==> src/rtl/load_store_initiator.sv <==
// ---------------------------------------------------------------------------
// load_store_initiator
//
// Turns one pipeline load/store request at a time into a data-memory access.
// Malformed requests (illegal funct3, misaligned half/word) are answered
// with an error response and never reach memory. A stalled access is
// abandoned with an error after TIMEOUT_CYCLES busywait cycles.
//
// Ports
//   clk, reset         clock; synchronous active-high reset
//   req_valid/ready    request handshake (ready only while idle)
//   req_write          1 = store, 0 = load
//   req_funct3         RISC-V funct3 of the access
//   req_addr           byte address
//   req_wdata          store data, right-aligned
//   resp_valid         one-cycle response pulse
//   resp_rdata         load result (0 for stores and errors), held
//   resp_error         error flag qualifying resp_valid, held
//   mem_addr           address to data memory (holds last value)
//   mem_write_data     store data to data memory (holds last value)
//   mem_write_ctrl     {enable, size[1:0]}
//   mem_read_ctrl      {enable, funct3[2:0]}
//   mem_read_data      combinational, already extended read data
//   mem_busywait       memory stall; request is held while high
// ---------------------------------------------------------------------------
module load_store_initiator #(
    parameter int TIMEOUT_CYCLES = 16
) (
    input  logic        clk,
    input  logic        reset,
    input  logic        req_valid,
    output logic        req_ready,
    input  logic        req_write,
    input  logic [2:0]  req_funct3,
    input  logic [31:0] req_addr,
    input  logic [31:0] req_wdata,
    output logic        resp_valid,
    output logic [31:0] resp_rdata,
    output logic        resp_error,
    output logic [31:0] mem_addr,
    output logic [31:0] mem_write_data,
    output logic [2:0]  mem_write_ctrl,
    output logic [3:0]  mem_read_ctrl,
    input  logic [31:0] mem_read_data,
    input  logic        mem_busywait
);

    localparam int CNT_W = $clog2(TIMEOUT_CYCLES + 1);

    localparam logic [1:0] IDLE   = 2'd0;
    localparam logic [1:0] ACCESS = 2'd1;
    localparam logic [1:0] RESP   = 2'd2;

    logic [1:0]       state_r;
    logic             write_r;
    logic [CNT_W-1:0] cnt_r;
    logic             resp_valid_r;
    logic             resp_error_r;
    logic [31:0]      resp_rdata_r;
    logic [31:0]      mem_addr_r;
    logic [31:0]      mem_wdata_r;
    logic [2:0]       wctrl_r;
    logic [3:0]       rctrl_r;

    logic             ready_s;
    logic             accept_s;
    logic             bad_s;
    logic             timeout_s;

    // True when the request must be rejected without touching memory.
    function automatic logic req_is_bad(input logic       write,
                                        input logic [2:0] f3,
                                        input logic [1:0] addr_lo);
        logic bad_f3;
        logic bad_align;
        if (write) begin
            bad_f3 = (f3 > 3'b010);
        end else begin
            bad_f3 = (f3 == 3'b011) || (f3 == 3'b110) || (f3 == 3'b111);
        end
        case (f3[1:0])
            2'b01:   bad_align = addr_lo[0];
            2'b10:   bad_align = (addr_lo != 2'b00);
            default: bad_align = 1'b0;
        endcase
        return bad_f3 | bad_align;
    endfunction

    // Handshake, request classification and timeout threshold decode.
    always_comb begin
        ready_s   = (state_r == IDLE) && !reset;
        accept_s  = req_valid && ready_s;
        bad_s     = req_is_bad(req_write, req_funct3, req_addr[1:0]);
        timeout_s = (cnt_r == CNT_W'(TIMEOUT_CYCLES - 1));
    end

    // Main FSM with registered memory controls and response.
    always_ff @(posedge clk) begin
        if (reset) begin
            state_r      <= IDLE;
            write_r      <= 1'b0;
            cnt_r        <= '0;
            resp_valid_r <= 1'b0;
            resp_error_r <= 1'b0;
            resp_rdata_r <= 32'd0;
            mem_addr_r   <= 32'd0;
            mem_wdata_r  <= 32'd0;
            wctrl_r      <= 3'd0;
            rctrl_r      <= 4'd0;
        end else begin
            resp_valid_r <= 1'b0;
            case (state_r)
                IDLE: begin
                    if (accept_s) begin
                        write_r <= req_write;
                        cnt_r   <= '0;
                        if (bad_s) begin
                            state_r      <= RESP;
                            resp_valid_r <= 1'b1;
                            resp_error_r <= 1'b1;
                            resp_rdata_r <= 32'd0;
                        end else begin
                            state_r     <= ACCESS;
                            mem_addr_r  <= req_addr;
                            mem_wdata_r <= req_wdata;
                            // Controls are loaded with the transition so they
                            // are valid for exactly the cycles spent in ACCESS.
                            if (req_write) begin
                                wctrl_r <= {1'b1, req_funct3[1:0]};
                                rctrl_r <= 4'd0;
                            end else begin
                                wctrl_r <= 3'd0;
                                rctrl_r <= {1'b1, req_funct3};
                            end
                        end
                    end
                end
                ACCESS: begin
                    // Completion is checked first so a busywait release on
                    // the threshold cycle still succeeds.
                    if (!mem_busywait) begin
                        state_r      <= RESP;
                        resp_valid_r <= 1'b1;
                        resp_error_r <= 1'b0;
                        resp_rdata_r <= write_r ? 32'd0 : mem_read_data;
                        wctrl_r      <= 3'd0;
                        rctrl_r      <= 4'd0;
                    end else if (timeout_s) begin
                        state_r      <= RESP;
                        resp_valid_r <= 1'b1;
                        resp_error_r <= 1'b1;
                        resp_rdata_r <= 32'd0;
                        wctrl_r      <= 3'd0;
                        rctrl_r      <= 4'd0;
                    end else begin
                        cnt_r <= cnt_r + CNT_W'(1);
                    end
                end
                RESP: begin
                    state_r <= IDLE;
                end
                default: begin
                    state_r <= IDLE;
                    wctrl_r <= 3'd0;
                    rctrl_r <= 4'd0;
                end
            endcase
        end
    end

    assign req_ready      = ready_s;
    assign resp_valid     = resp_valid_r;
    assign resp_error     = resp_error_r;
    assign resp_rdata     = resp_rdata_r;
    assign mem_addr       = mem_addr_r;
    assign mem_write_data = mem_wdata_r;
    assign mem_write_ctrl = wctrl_r;
    assign mem_read_ctrl  = rctrl_r;

endmodule
==> config.mk <==
export PLATFORM = sky130hd
export DESIGN_NAME = load_store_initiator
export DESIGN_NICKNAME = d
export VERILOG_FILES = /design/src/rtl/load_store_initiator.sv
export SDC_FILE = /design/constraint.sdc
export NUM_CORES = 1
export LEC_CHECK = 0
export ABC_AREA = 1
export BUFFER_PORTS_ARGS = -buffer_cell sky130_fd_sc_hd__clkbuf_2
export CAP_MARGIN = 5
export CELL_PAD_IN_SITES_DETAIL_PLACEMENT = 0
export CELL_PAD_IN_SITES_GLOBAL_PLACEMENT = 1
export CORE_ASPECT_RATIO = 1.4
export CORE_MARGIN = 5
export CORE_UTILIZATION = 28
export CTS_CLUSTER_SIZE = 28
export DETAILED_ROUTE_END_ITERATION = 8
export HOLD_SLACK_MARGIN = 0.15
export PLACE_DENSITY_LB_ADDON = 0.1
export SYNTH_ARGS = -nofsm -noshare
export SYNTH_HDL_FRONTEND = slang
export SYNTH_SLANG_ARGS = --single-unit
==> constraint.sdc <==
create_clock -name clk -period 1.6 [get_ports clk]
set_input_delay 0.08 -clock clk [delete_from_list [all_inputs] [get_ports clk]]
set_output_delay 0.08 -clock clk [all_outputs]
set_load 0.01 [all_outputs]
# Yosys cells after proc, flatten, opt, wreduce, memory -nomap -nowiden
# Index checks and enable logic that the tools add are counted.
[classes]
n_mux = 39
bitwise = 3
n_lt_le_gt_ge = 1
reduce_logical = 14
n_addsub = 1
eq_ne = 14
[ops]
columns = ["cell", "n"]
rows = [
  ["two-way mux 32 bit", 5],
  ["case mux 32 bit (2 select lines)", 1],
  ["two-way mux 4 bit", 5],
  ["two-way mux 3 bit", 5],
  ["two-way mux 5 bit", 3],
  ["case mux 4 bit (3 select lines)", 1],
  ["AND reduction 4 bit", 3],
  ["!= test 2 bit (second input constant)", 5],
  ["case mux 5 bit (2 select lines)", 1],
  ["two-way mux 1 bit", 9],
  ["case mux 3 bit (3 select lines)", 1],
  ["two-way mux 2 bit", 4],
  ["equality test 3 bit (second input constant)", 2],
  ["case mux 1 bit (2 select lines)", 3],
  ["adder 5 x 1 -> 5 bit (second input constant)", 1],
  ["equality test 5 x 4 -> 1 bit (second input constant)", 1],
  ["equality test 2 x 1 -> 1 bit (second input constant)", 2],
  ["equality test 2 bit (second input constant)", 2],
  ["case mux 2 bit (2 select lines)", 1],
  ["AND reduction 2 bit", 2],
  ["nonzero test 2 bit", 2],
  ["equality test 3 x 2 -> 1 bit (second input constant)", 1],
  ["> comparator 3 x 2 -> 1 bit (second input constant)", 1],
  ["!= test 3 bit (second input constant)", 1],
  ["other kinds (7)", 10],
]
[word_totals]
in_bits = 104
reg_bits = 113
wordCells = 82
out_inout_bits = 106

# Longest topological paths before layout
# Gate-level depths: netlist of the first run.
[logic_depth]
depth_word = 8
ltp_mapped = 13
depth_no_buf = 11

# Least setup slack after synthesis of the first run
# No wires, ideal clock.
[synth_path]
kind = "reg-to-reg"
start = "register cnt_r[0]"
end = "register rctrl_r[3], in the netlist mem_read_ctrl[3]"
setup_time_ns = 0.132
arrival_time_ns = 1.516
setup_slack_ns = -0.048
t_required_ns = 1.468
path_buffers = 0
stages_incl_launch_ff = 12
synth_period_minus_slack_ns = 1.648
cell_sequence = "dfxtp_1 -> ha_1 -> nand2_1 -> nor2_1 -> ha_1 -> nor2_1 -> nand2_1 -> nand2_1 -> nor2_1 -> nand2_1 -> nand2_1 -> a21oi_1"
[synth_via]
elab_chain_cells = 3
[synth_rtl]
columns = ["item", "line_no", "source"]
rows = [
  ["start, declared", "56", "logic [CNT_W-1:0] cnt_r;"],
  ["start signal, assigned", "156", "cnt_r <= cnt_r + CNT_W'(1);"],
  ["equality test 5 x 4 -> 1 bit", "94", "timeout_s = (cnt_r == CNT_W'(TIMEOUT_CYCLES - 1));"],
  ["!= test 3 bit (no source line)", "--", ""],
  ["AND reduction 4 bit (no source line)", "--", ""],
  ["end signal, assigned", "133", "rctrl_r <= {1'b1, req_funct3};"],
  ["end, declared", "63", "logic [3:0] rctrl_r;"],
]
# No other way between the ends.
# A chain may end at the register's enable or synchronous reset.

# Final worst setup path of the first run
[layout_path]
start = "register cnt_r[0]"
end = "register resp_rdata_r[13], in the netlist resp_rdata[13]"
[layout_via]
elab_chain_cells = 3
[layout_rtl]
columns = ["item", "line_no", "source"]
rows = [
  ["equality test 5 x 4 -> 1 bit", "94", ""],
  ["!= test 3 bit (no source line)", "--", ""],
  ["AND reduction 4 bit (no source line)", "--", ""],
  ["end signal, assigned", "145", "resp_rdata_r <= write_r ? 32'd0 : mem_read_data;"],
  ["end, declared", "59", "logic [31:0] resp_rdata_r;"],
]
# No other way between the ends.

==> metrics.txt, run 1 <==
yosys warns=0; nets@finish=972; Pwr Total=7.93 mW; Final Max Tran Viols=0; dpl ws=-0.0827 ns; Synth async-reset ratio=0%; Worst Hold Slack=0.153 ns; overall die area=17800 µm²; critical path class=reg2reg; crit path DAT=1.93 ns; final critical-path share of the clock period=104%; vias=about 4600; total core area=15000 µm²; EDFF count, synth=0; Power Dens Cells=between 1000 and 1500 nW/µm²; Critical Path Fanout Max=10; synthesized area=between 4000 and 5000 µm²; post-synthesis cell type count=21; Static Leak=3.49 nW; Routed WL=14200 µm; Die W=114 µm; CTS Sinks=113; Most used DFF post-synth=dfxtp_1; post-synthesis register bit count=113; Hold Vio Cnt, Final=0; gr usage total=14.8%; Reg-to-Reg End=resp_rdata[13]; Bufs on Longest Clock Path=2; Detail Route Antenna Nets=0; layout cells sized above 1=between 30 and 40%; register area share after synthesis=53.3%; syn nets=652; Skew-Pair Late Insertion Delay=0.40 ns; critical path endpoint category=flop; Initial Util=28.3%; Worst Hold Depth=5; Worst Skew=0.00938 ns; total of max-cap violations=0; diode count=0; drt drc=0; setup TNS=-1.54 ns; Setup Viol. Count Final=33; H-tree levels=4; global-route wire length before repair=between 20000 and 25000 µm; top-count cell post-synth=nor2_1; Initial DRT Pass Iterations=4; Synth-to-Final Area Change=75.3%; CTS Buf Count=17; initial antenna violation count=0; Vias/cell=4.35; RSZ-0062 raised after global routing=yes; Reg2Reg Launch Point=cnt_r[0]; DR iter-0 viols=roughly 180; CTS tree=done; global route overflow=0; R2R depth=12; worst hold start=req_funct3[1]; Max-slew headroom=roughly 70%; Post-DP HPWL=9050 µm; FMAX=601 MHz; post-synthesis average cell area=7.82 µm²; number of global-route vias before repair=4502; Slew @ Worst Pin=0.453 ns; die height=156 µm; area leader, netlist=dfxtp_1; final setup margin=-0.0649 ns; commonest cells in the netlist=135 x nor2_1, 113 x dfxtp_1, 94 x nand2_1; routability cong.=0.780; WP data required=1.87 ns; Setup crit start=cnt_r[0]; share of the synthesized area in the top cell type=53.3%; final cell count without fillers=between 1000 and 1500; Synth area leaders=dfxtp_1 53%, nor2_1 12%, nand2_1 8.3%; wire per inst=roughly 13 µm; HP Class=in2reg; Root Driver=clkbuf_16; peak supply drop=0.560 mV; io pins=210; clock-pin slew on the worst setup and hold paths=0.05 ns; status=complete, but fails checks; Synth Instances=543; largest net degree at the start of global routing=69; site row count=53; failing checks=negative setup slack; # placed instances=927; I/O Buffers=209; Startpoint Class=flop; R2R setup slack=-0.06 ns; Tmin final=1.66 ns; hold path endpoint=mem_read_ctrl[1]
## sequential cells by signal (all words and copies together), names as in the netlist
signal,flops
mem_write_ctrl,3
mem_addr,32
state_r,2
cnt_r,5
write_r,1
resp_valid,1
mem_write_data,32
resp_rdata,32
mem_read_ctrl,4
resp_error,1
## layout make-up
type	instances	area, µm²
Multi-Input combinational cell	379	1880
Timing Repair Buffer	333	2380
Fill cell	1486	7540
Inverter	19	73.8
Clock inverter	10	135
Tap cell	192	240
Sequential cell	113	2270
Clock buffer	21	460
## report_power, final
group / internal (mW) / switching (mW)
clock: 2.51 / 1.29
combinational: 0.557 / 0.549
sequential: 2.95 / 0.0735
## logic make-up (layout without fill, tap and decap cells)
| kind of cell | count (synthesis) | after routing | share of synthesized area (%) |
|---|---|---|---|
| and+or+nand+nor | 261 | 261 | 24.7 |
| AOI/OAI and AO/OA | 113 | 113 | 13.5 |
| DFF | 113 | 113 | 53.3 |
| buffers and inverters | 51 | 383 | 7.04 |
| adders and majority gates | 5 | 5 | 1.47 |
## critical path, stage by stage, from the launching register on
cell and delay [ns]:
dfxtp_2 0.35, ha_4 0.16, nand2_4 0.05, nor2_2 0.08, ha_2 0.16, nor2_1 0.04
nand2_1 0.08, nand2_2 0.09, nor2_4 0.12, nand2_4 0.12, clkbuf_16 0.19, nand2_1 0.06
a21oi_1 0.05
## worst max path at each step
| stage | slack (ns) | end |
|---|---|---|
| finish | -0.06 | resp_rdata[13] |
| global route | -0.21 | resp_rdata[26] |
| CTS | -0.03 | resp_rdata[6] |
| detailed placement | -0.08 | cnt_r[1] |
| global placement | -0.06 | cnt_r[1] |
| floorplan | 0.006 | resp_rdata[29] |
## layer usage
metal	GRT usage, %	wire length, µm
met1	16.0	5710
met2	27.1	7390
met3	3.92	810
met4	6.06	292
met5	0	0
## per-stage QoR
| stage | instance area [µm²] | utilization, % |
|---|---|---|
| 2_1_floorplan | 4250 | - |
| 3_3_place_gp | 5490 | 36.7 |
| 3_5_place_dp | 5490 | 36.7 |
| 4_1_cts | 7160 | 47.8 |
| 5_1_grt | 7440 | 49.7 |
| 6_report | 7440 | 49.7 |
## layout by cell type (no fill, tap or decap), types with 7 or more instances in the layout
| cell type | Yosys | final |
|---|---|---|
| nor2_1 | 135 | 130 |
| nand2_4 | 0 | 8 |
| clkbuf_2 | 0 | 208 |
| clkbuf_16 | 0 | 20 |
| dlygate4sd3_1 | 0 | 103 |
| o21ai_1 | 11 | 12 |
| o21ai_0 | 56 | 55 |
| nand2_2 | 3 | 14 |
| nor2_2 | 12 | 14 |
| nor3_1 | 7 | 7 |
| dfxtp_1 | 113 | 110 |
| buf_4 | 1 | 10 |
| a21oi_2 | 1 | 12 |
| nand2_1 | 94 | 75 |
| inv_1 | 16 | 15 |
| a21oi_1 | 44 | 33 |
| buf_12 | 0 | 7 |
## timing repair
| action | CTS | global route |
|---|---|---|
| buffers inserted | 0 | 3 |
| gates resized for setup | 13 | 53 |
| cloned | 0 | 3 |
| hold buffers | 103 | 0 |
| hold endpoints to repair | 106 | 0 |
| setup endpoints to repair | 44 | 98 |
| pin swaps | 1 | 9 |
(Power assumes the default switching activity.)
==> run 2: changes to the inputs <==
--- a/config.mk
+++ b/config.mk
@@ -12,7 +12,7 @@
 export CELL_PAD_IN_SITES_GLOBAL_PLACEMENT = 1
 export CORE_ASPECT_RATIO = 1.4
 export CORE_MARGIN = 5
-export CORE_UTILIZATION = 28
+export CORE_UTILIZATION = 31
 export CTS_CLUSTER_SIZE = 28
 export DETAILED_ROUTE_END_ITERATION = 8
 export HOLD_SLACK_MARGIN = 0.15
==> constraint.sdc (replaced) <==
create_clock -name clk -period 1.7 [get_ports clk]
set_input_delay 0.085 -clock clk [delete_from_list [all_inputs] [get_ports clk]]
set_output_delay 0.085 -clock clk [all_outputs]
set_load 0.01 [all_outputs]
==> metrics.txt, run 2 (synthesis results as in run 1) <==
critical path class=reg2reg; Worst Skew=0.0123 ns (+0.00293 ns); global route overflow=0 (unchanged); overall die area=16200 µm² (-9.0%); # placed instances=913 (-1.5%); Initial DRT Pass Iterations=6 (+2); Bufs on Longest Clock Path=2 (unchanged); Final Max Tran Viols=0 (unchanged); HP Class=in2reg; Skew-Pair Late Insertion Delay=0.41 ns (about the same); global-route wire length before repair=21700 µm (+1.3%); Startpoint Class=flop; dpl ws=-0.0304 ns (+0.0523 ns); io pins=210 (unchanged); total core area=13400 µm² (-11%); I/O Buffers=209 (unchanged); peak supply drop=0.591 mV (+5.4%); Post-DP HPWL=8890 µm (-1.8%); initial antenna violation count=0 (unchanged); vias=4673 (+0.65%); routability cong.=0.717 (-8.1%); Power Dens Cells=1070 nW/µm² (+0.48%); Detail Route Antenna Nets=0 (unchanged); H-tree levels=4 (unchanged); WP data required=1.96 ns (+0.09 ns); Die W=109 µm (-4.5%); layout cells sized above 1=37.3% (+0.20 points); Pwr Total=8.00 mW (+0.96%); Root Driver=clkbuf_16; gr usage total=16.7% (+1.9 points); largest net degree at the start of global routing=65 (-5.8%); CTS Sinks=113 (unchanged); CTS Buf Count=17 (unchanged); Initial Util=31.7% (+3.4 points); Hold Vio Cnt, Final=0 (unchanged); commonest cells after routing, fill and taps aside=209 x clkbuf_2, 132 x nor2_1, 111 x dfxtp_1, 103 x dlygate4sd3_1, 63 x nand2_1; number of global-route vias before repair=4616 (+2.5%); Synth-to-Final Area Change=76.2%; crit path DAT=2.00 ns (+0.07 ns); die height=148 µm (-4.6%); drt drc=0 (unchanged); clock-pin slew on the worst setup and hold paths=0.05 ns (about the same); failing checks=negative setup slack; site row count=50 (-5.7%); CTS tree=done; Core Util, Final=55.9% (+6.2 points); total of max-cap violations=0 (unchanged); Worst Hold Depth=5 (unchanged); wire per inst=13.3 µm (about the same); nets@finish=969 (-0.31%); diode count=0 (unchanged); Critical Path Fanout Max=6 (-4); FMAX=575 MHz (-4.3%); status=complete, but fails checks; Routed WL=14000 µm (-1.1%); Slew @ Worst Pin=0.518 ns (+0.0654 ns); final critical-path share of the clock period=102% (-1.7 points); Vias/cell=4.43 (+1.8%); Setup Viol. Count Final=31 (-6.1%); R2R depth=12 (unchanged); Static Leak=3.52 nW (+1.0%); RSZ-0062 raised after global routing=yes; Tmin final=1.74 ns (+0.0755 ns); final cell count without fillers=1055 (-1.1%); R2R setup slack=-0.04 ns (+0.02 ns); final setup margin=-0.0404 ns (+0.0245 ns); Max-slew headroom=65.5% (-4.4 points); DR iter-0 viols=156 (-14%); leading cell type in the layout, fill and taps excluded=clkbuf_2; critical path endpoint category=flop
==> run 2: changes by cell type in the layout (fill, tap and decap cells not counted), sizes merged <==
cell | previous run | this run
buf | 19 | 15
bufinv | 3 | 7
clkbuf | 232 | 233
clkinvlp | 4 | 1
==> run 2: final timing paths <==
| check | startpoint | end |
|---|---|---|
| worst min-delay path | req_funct3[1] | mem_write_ctrl[1] |
| worst max register to register | cnt_r[1] | resp_rdata[14] |
| worst max-delay path | cnt_r[1] | resp_rdata[14] |
| worst min register to register | resp_rdata[30] | resp_rdata[30] |
==> run 2: power breakdown <==
group	internal [mW]	total, mW	switching (mW)
Clock	2.93	4.14	1.21
Combinational	0.519	1.03	0.509
Sequential	2.77	2.84	0.0678
==> run 2: timing repair <==
item	in CTS	in global routing
gates cloned	0	4
setup endpoints to repair	39	48
hold endpoints to repair	106	0
setup buffers	0	3
resized for setup	3	60
pin swaps	2	8
hold buffers	103	0
==> run 2: final cells by class <==
cell class	instances	area, µm²
Clock buffer	21	450
Multi-Input combinational cell	379	1890
Clock inverter	11	233
Inverter	19	71.3
Timing Repair Buffer	330	2340
Sequential cell	113	2270
Tap cell	182	228
Fill cell	1286	5910
==> run 2: layer usage <==
layer	wire [µm]	global-route usage (%)	up-vias
li1	-	-	2376
met1	5660	18.3	2143
met2	7270	29.6	133
met3	836	5.69	21
met4	281	5.94	0
met5	0	0	-
==> run 2: through the flow <==
step | cell area [µm²] | setup TNS, ns | hold WS [ns]
finish | 7480 | -0.630 | 0.169
global route | 7480 | -4.52 | 0.202
CTS | 7170 | -0.0226 | 0.154
detailed placement | 5450 | -0.339 | 0.313
global placement | 5450 | 0 | 0.308
floorplan | 4250 | 0 | 0.213
==> run 2: worst max-delay path, cell delays in order (launching register included) <==
cell	delay, ns
dfxtp_4	0.36
ha_4	0.15
nand2_4	0.05
nor2_4	0.10
ha_2	0.17
nor2_2	0.04
nand2_2	0.08
nand2_2	0.08
nor2_4	0.17
nand2_8	0.11
clkbuf_16	0.19
nand2_4	0.05
a21oi_2	0.05
